===== src/rtl/alloc_pkg.sv =====
// Shared types and helpers for the hop-count wormhole output allocator.
package alloc_pkg;

    localparam int DEF_IN_N      = 5;
    localparam int DEF_HOP_CNT_W = 3;
    localparam int DEF_AGE_W     = 4;

    typedef logic [0:0] state_t;
    localparam state_t IDLE   = 1'b0;
    localparam state_t LOCKED = 1'b1;

    // Index of the first set bit of mask[n-1:0], scanning upward from ptr and wrapping.
    // Walking offsets from high to low lets the smallest offset win; returns 0 when empty.
    function automatic int rr_first_set(input logic [31:0] mask, input int n, input int ptr);
        int idx;
        rr_first_set = 0;
        for (int off = 31; off >= 0; off--) begin
            if (off < n) begin
                idx = (ptr + off) % n;
                if (mask[idx]) rr_first_set = idx;
            end
        end
    endfunction

endpackage


===== src/rtl/hop_cnt_max_sel.sv =====
// Combinational max-hop reduction: flags every masked input whose hop count equals the masked maximum.
module hop_cnt_max_sel
    import alloc_pkg::*;
#(
    parameter int IN_N      = DEF_IN_N,
    parameter int HOP_CNT_W = DEF_HOP_CNT_W
) (
    input  logic [IN_N-1:0]           mask_i,
    input  logic [IN_N*HOP_CNT_W-1:0] hop_cnt_i,
    output logic [IN_N-1:0]           tie_o
);

    logic [HOP_CNT_W-1:0] max_hop;

    // NOTE: blocking assignments here on purpose; the running maximum must be visible
    // to the next loop iteration within the same evaluation.
    always_comb begin
        max_hop = '0;
        for (int k = 0; k < IN_N; k++) begin
            if (mask_i[k] && (hop_cnt_i[k*HOP_CNT_W +: HOP_CNT_W] > max_hop))
                max_hop = hop_cnt_i[k*HOP_CNT_W +: HOP_CNT_W];
        end
        tie_o = '0;
        for (int k = 0; k < IN_N; k++) begin
            tie_o[k] = mask_i[k] && (hop_cnt_i[k*HOP_CNT_W +: HOP_CNT_W] == max_hop);
        end
    end

endmodule


===== src/rtl/hop_cnt_wh_allocator.sv =====
// Wormhole output allocator: highest hop count wins, round-robin on ties, grant held head to tail.
// Define HOP_CNT_ALLOC_AGING_EN to add per-input starvation counters that override hop priority.
module hop_cnt_wh_allocator
    import alloc_pkg::*;
#(
    parameter int IN_N      = DEF_IN_N,
    parameter int HOP_CNT_W = DEF_HOP_CNT_W,
    parameter int AGE_W     = DEF_AGE_W
) (
    input  logic                      clk_i,
    input  logic                      rst_ni,
    input  logic [IN_N-1:0]           req_i,
    input  logic [IN_N-1:0]           head_i,
    input  logic [IN_N-1:0]           tail_i,
    input  logic [IN_N*HOP_CNT_W-1:0] hop_cnt_i,
    input  logic                      out_rdy_i,
    output logic [IN_N-1:0]           in_rdy_o,
    output logic [IN_N-1:0]           grant_o,
    output logic [$clog2(IN_N)-1:0]   grant_idx_o,
    output logic                      busy_o,
    output logic                      xfer_o
);

    localparam int IDX_W = $clog2(IN_N);

    state_t                 state_q, state_d;
    logic [IN_N-1:0]        grant_q, grant_d;
    logic [IDX_W-1:0]       grant_idx_q, grant_idx_d;
    logic [IDX_W-1:0]       rr_ptr_q, rr_ptr_d;

    logic [IN_N-1:0]        cand;
    logic [IN_N-1:0]        hop_tie;
    logic [IN_N-1:0]        tie;
    logic [IDX_W-1:0]       winner;
    logic                   tail_xfer;

    assign cand = req_i & head_i;

    hop_cnt_max_sel #(
        .IN_N      (IN_N),
        .HOP_CNT_W (HOP_CNT_W)
    ) u_max_sel (
        .mask_i    (cand),
        .hop_cnt_i (hop_cnt_i),
        .tie_o     (hop_tie)
    );

`ifdef HOP_CNT_ALLOC_AGING_EN
    localparam logic [AGE_W-1:0] AGE_MAX = '1;

    logic [AGE_W-1:0] age_q [IN_N];
    logic [IN_N-1:0]  aged;

    always_comb begin
        for (int k = 0; k < IN_N; k++) aged[k] = cand[k] && (age_q[k] == AGE_MAX);
    end

    // A starved candidate outranks hop count; round-robin still picks among the starved ones.
    assign tie = (|aged) ? aged : hop_tie;

    // NOTE: the age array is a handful of flops, not a RAM, so it takes the async reset
    // like any other state.
    always_ff @(posedge clk_i or negedge rst_ni) begin
        if (!rst_ni) begin
            for (int k = 0; k < IN_N; k++) age_q[k] <= '0;
        end else if (state_q == IDLE && (|cand)) begin
            for (int k = 0; k < IN_N; k++) begin
                if (winner == IDX_W'(k))
                    age_q[k] <= '0;
                else if (cand[k] && (age_q[k] != AGE_MAX))
                    age_q[k] <= age_q[k] + AGE_W'(1);
            end
        end
    end
`else
    assign tie = hop_tie;
`endif

    assign winner = IDX_W'(rr_first_set(32'(tie), IN_N, int'(rr_ptr_q)));

    assign in_rdy_o    = grant_q & {IN_N{out_rdy_i}};
    assign xfer_o      = out_rdy_i & (|(grant_q & req_i));
    assign tail_xfer   = xfer_o & (|(grant_q & tail_i));
    assign grant_o     = grant_q;
    assign grant_idx_o = grant_idx_q;
    assign busy_o      = (state_q == LOCKED);

    always_comb begin
        state_d     = state_q;
        grant_d     = grant_q;
        grant_idx_d = grant_idx_q;
        rr_ptr_d    = rr_ptr_q;
        case (state_q)
            IDLE: begin
                if (|cand) begin
                    state_d     = LOCKED;
                    grant_d     = IN_N'(1) << winner;
                    grant_idx_d = winner;
                end
            end
            default: begin
                // Lock released only by a transferred tail; a dropped req keeps the wormhole.
                if (tail_xfer) begin
                    state_d  = IDLE;
                    grant_d  = '0;
                    rr_ptr_d = (grant_idx_q == IDX_W'(IN_N - 1)) ? '0 : grant_idx_q + IDX_W'(1);
                end
            end
        endcase
    end

    // NOTE: sequential state uses non-blocking assignments so every flop samples pre-edge values.
    always_ff @(posedge clk_i or negedge rst_ni) begin
        if (!rst_ni) begin
            state_q     <= IDLE;
            grant_q     <= '0;
            grant_idx_q <= '0;
            rr_ptr_q    <= '0;
        end else begin
            state_q     <= state_d;
            grant_q     <= grant_d;
            grant_idx_q <= grant_idx_d;
            rr_ptr_q    <= rr_ptr_d;
        end
    end

endmodule


===== config.mk =====
export PLATFORM = sky130hd
export DESIGN_NAME = hop_cnt_wh_allocator
export DESIGN_NICKNAME = d
export VERILOG_FILES = /design/src/rtl/alloc_pkg.sv /design/src/rtl/hop_cnt_max_sel.sv /design/src/rtl/hop_cnt_wh_allocator.sv
export SDC_FILE = /design/constraint.sdc
export NUM_CORES = 1
export LEC_CHECK = 0
export ABC_CLOCK_PERIOD_IN_PS = 8189
export CORE_MARGIN = 2
export CORE_UTILIZATION = 50
export CTS_CLUSTER_SIZE = 25
export DETAILED_ROUTE_END_ITERATION = 16
export DONT_BUFFER_PORTS = 1
export GPL_TIMING_DRIVEN = 0
export PLACE_DENSITY = 0.71
export SLEW_MARGIN = 15
export SYNTH_ARGS = -nofsm -noshare
export SYNTH_HDL_FRONTEND = slang
export SYNTH_SLANG_ARGS = --single-unit

===== constraint.sdc =====
create_clock -name clk_i -period 8.19 [get_ports clk_i]
set_clock_uncertainty 0.15 [all_clocks]
set_input_delay 1.638 -clock clk_i [delete_from_list [all_inputs] [get_ports clk_i]]
set_output_delay 1.638 -clock clk_i [all_outputs]
set_load 0.005 [all_outputs]

==> key figures <==
Worst setup path
  – Cell repeated most along the worst path: buf_4
  – CP max FO: 6
  – CP peak stage delay: approximately 0.40 ns
  – Crit path DAT: around 8.3 ns
  – Flop2flop setup slack: approximately 1.5 ns
  – Slowest cell on crit path: a211o_4
  – Worst EP required: 8.17 ns
  – Critical Path Sink Type: flip-flop
  – Setup CP Type: primary input to flip-flop
  – Startpoint Class: primary input

Synthesis
  – Ys Warns: 0
  – Synth cell types: just over 80
  – Syn nets: approximately 570
  – Syn Inst Count: around 500
  – Mean post-synth cell area: about 7.2 sq um
  – EDFF count, synth: 0
  – Cell Area, Synth: 3636 sq um
  – Synth async-reset ratio: 100.0%
  – Post-synthesis sequential area ratio: a little over 8%
  – #FFs+latches synth: 12
  – Top_reg_cell synth: dfrtp_1

Clocking
  – Clock transition at the registers of the reported paths: roughly 0.050 ns
  – CTS buffer count: 3
  – H-tree level count: 1
  – CTS root buffer: clkbuf_8
  – CTS tree: done
  – Maximum buffer depth of the clock tree: 2
  – CTS Sinks: 12
  – Worst-Skew Late Latency: approximately 0.24 ns
  – Hold-fix buffers, CTS: 0

Cells and area
  – Share of post-route cells with drive strength above 1: between 20% and 30%
  – Finished Core Util: approximately two thirds
  – Area delta synth->final: 29.32%
  – Post-route insts no fill: 656
  – Ant diodes: 0
  – Nets: between 600 and 700

Place
  – DP Worst Slack: -0.7929 ns
  – Placed Cells: 603
  – Final Wtd Congestion: 0.9815
  – HPWL Detailed: ~8700 um
  – I/O Buffers: 0

Routing
  – Drt first pass iters: 5
  – DRT iter0 DRCs: 523
  – Antenna Violating Nets Remaining: 0
  – Wire per inst: 19.74 um
  – Vias per inst: around 6.8
  – DRC: 0
  – Via count: 4,447
  – Post-Route WL: 12,950 um

Global route
  – Global-route track usage on met3: around 3.9%
  – GR peak layer: met2
  – Grt total ovfl: 0
  – Vias in the first global route: slightly below 4k
  – GRT met2 Usage: 45.99%
  – First-pass GRT wire length: around 18,000 um
  – Largest net degree at the start of global routing: 13
  – Initial antenna violation count: 0
  – Total Routing Usage GR: 28.67%
  – Grt met1 use: roughly two fifths

Die
  – Core area: between 7000 and 8000 sq um
  – Width of the die: around 89 um
  – # IOs: between 40 and 50
  – Die height: approximately 89 um
  – Initial Util: around half
  – Rows: 31
  – Die ar.: between 7000 and 8000 sq um

Outcome
  – Status: finished, violations left
  – Failing checks: negative setup slack

Hold path
  – Worst Hold Class: flip-flop to flip-flop

Power and ir drop
  – VDD IR max: just over 0.3 mV
  – Pwr/cell area: 442.5 nW/um^2
  – Leak pwr: around 1.8 nW

Timing
  – Fin Setup TNS: -0.4925 ns
  – Final Hold Viols: 0
  – RSZ-0062 raised after global routing: true
  – Setup WS post-layout: -0.1748 ns
  – Fmax: between 100 and 150 MHz
  – Final period utilization: 102.1%
  – Max_slew headroom: 51.30%
  – # setup viols final: 5
  – Worst-Margin Slew: roughly 0.73 ns
  – Min cycle time layout: around 8.4 ns
  – Pins Over Slew Limit: 0

Run
  – # Max-Cap Violations: 0
repair_timing:
item	CTS	global route
pin swaps	28	41
buffers inserted	32	19
resized for setup	34	42
endpoints found under the setup margin	8	8
metrics by stage:
step	hold slack [ns]	cell area, sq um	power (mW)
CTS	0.4261	4334	1.925
detailed placement	0.4151	3885	1.733
floorplan	0.3664	3761	1.413
global placement	0.4047	3885	1.689
global route	0.4644	4702	2.235
finish	0.4181	4702	2.081
Yosys cell counts, drive strengths merged, types with 4 or more instances:
cell type  instances  area (sq um)
nand2             55         206.5
o21ai             37         192.7
ha                35         437.9
nor2              33         123.9
a21oi             30         153.9
inv               30         112.6
nor3              24         120.1
xnor2             21         183.9
and2              14         90.09
clkbuf            13         48.80
dfrtp             12         300.3
nand3             12         60.06
a211oi            11         92.58
a31oi             11         90.08
mux2i             11         110.1
nor2b             10         70.06
o211ai            10         75.07
a211o              7         62.56
and3               7         43.79
mux2               6         71.31
nor4               6         43.79
o31ai              6         45.04
a221oi             5         67.57
o21a               5         38.79
or2                5         31.29
a21boi             4         30.03
a21o               4         30.03
a22o               4         35.03
a22oi              4         30.03
a41oi              4         53.81
nand2b             4         25.02
nand3b             4         30.03
o2111ai            4         35.03
o211a              4         40.04
o21bai             4         30.03
o22ai              4         25.02
layout make-up:
type                    instances  area [sq um]
plain buffers                  16         78.83
clock buffers                   3         41.29
fillers                       612          2435
inverters                      31         121.4
multi-input cells             445          3654
flip-flops and latches         12         300.3
well taps                      99         123.9
repair buffers                 50         382.9
metal layers:
layer  up-vias  wire length, um
li1       2027                -
met1      2075             5289
met2       281             5978
met3        64             1232
met4         0              448
met5         -                0
flip-flops by register name, indices dropped and copies added (netlist names):
| register | cells |
|---|---|
| grant_o | 5 |
| grant_idx_o | 3 |
| rr_ptr_q | 3 |
| busy_o | 1 |
cells in the final DEF (no fill, tap or decap), drive strengths merged, types with 4 or more instances in the layout:
| cell type | count |
|---|---|
| a211o | 7 |
| a211oi | 11 |
| a21boi | 4 |
| a21o | 4 |
| a21oi | 30 |
| a221oi | 5 |
| a22o | 4 |
| a22oi | 4 |
| a31oi | 11 |
| a41oi | 4 |
| and2 | 14 |
| and3 | 7 |
| buf | 54 |
| clkbuf | 15 |
| dfrtp | 12 |
| ha | 35 |
| inv | 30 |
| mux2 | 6 |
| mux2i | 11 |
| nand2 | 55 |
| nand2b | 4 |
| nand3 | 12 |
| nand3b | 4 |
| nor2 | 33 |
| nor2b | 10 |
| nor3 | 24 |
| nor4 | 6 |
| o2111ai | 4 |
| o211a | 4 |
| o211ai | 10 |
| o21a | 5 |
| o21ai | 37 |
| o21bai | 4 |
| o22ai | 4 |
| o31ai | 6 |
| or2 | 5 |
| xnor2 | 21 |
power by group:
part           internal (mW)  switching [mW]
Combinational          0.777            1.12
Sequential            0.0839          0.0462
Clock                 0.0323          0.0200
Total                  0.893            1.19
worst paths after layout:
kind / startpoint / end / cells after the start
min reg2reg: grant_idx_o[1] / grant_idx_o[1] / 2
min in group asynchronous: rst_ni / grant_o[0] / 0
min: grant_idx_o[1] / grant_idx_o[1] / 2
max reg2reg: rr_ptr_q[0] / grant_o[1] / 23
max in group asynchronous: rst_ni / rr_ptr_q[1] / 0
max: hop_cnt_i[2] / grant_o[1] / 37
critical path: cells and delay by family:
family                     cells  cell delay [ns]
buffers and inverters         12             1.43
adders and majority gates      3             0.73
AOI/OAI and AO/OA             13             3.02
muxes                          1             0.28
and+or+nand+nor                8             1.25
logic make-up after synthesis:
family | Yosys count | share of synthesized area [%]
AOI/OAI and AO/OA | 186 | 38.75
buffers and inverters | 47 | 4.886
muxes | 17 | 4.990
DFF | 12 | 8.259
adders and majority gates | 35 | 12.04
and+or+nand+nor | 183 | 25.29
xor gates and xnor gates | 24 | 5.781
Note: power is estimated with default switching activity, not from simulation.
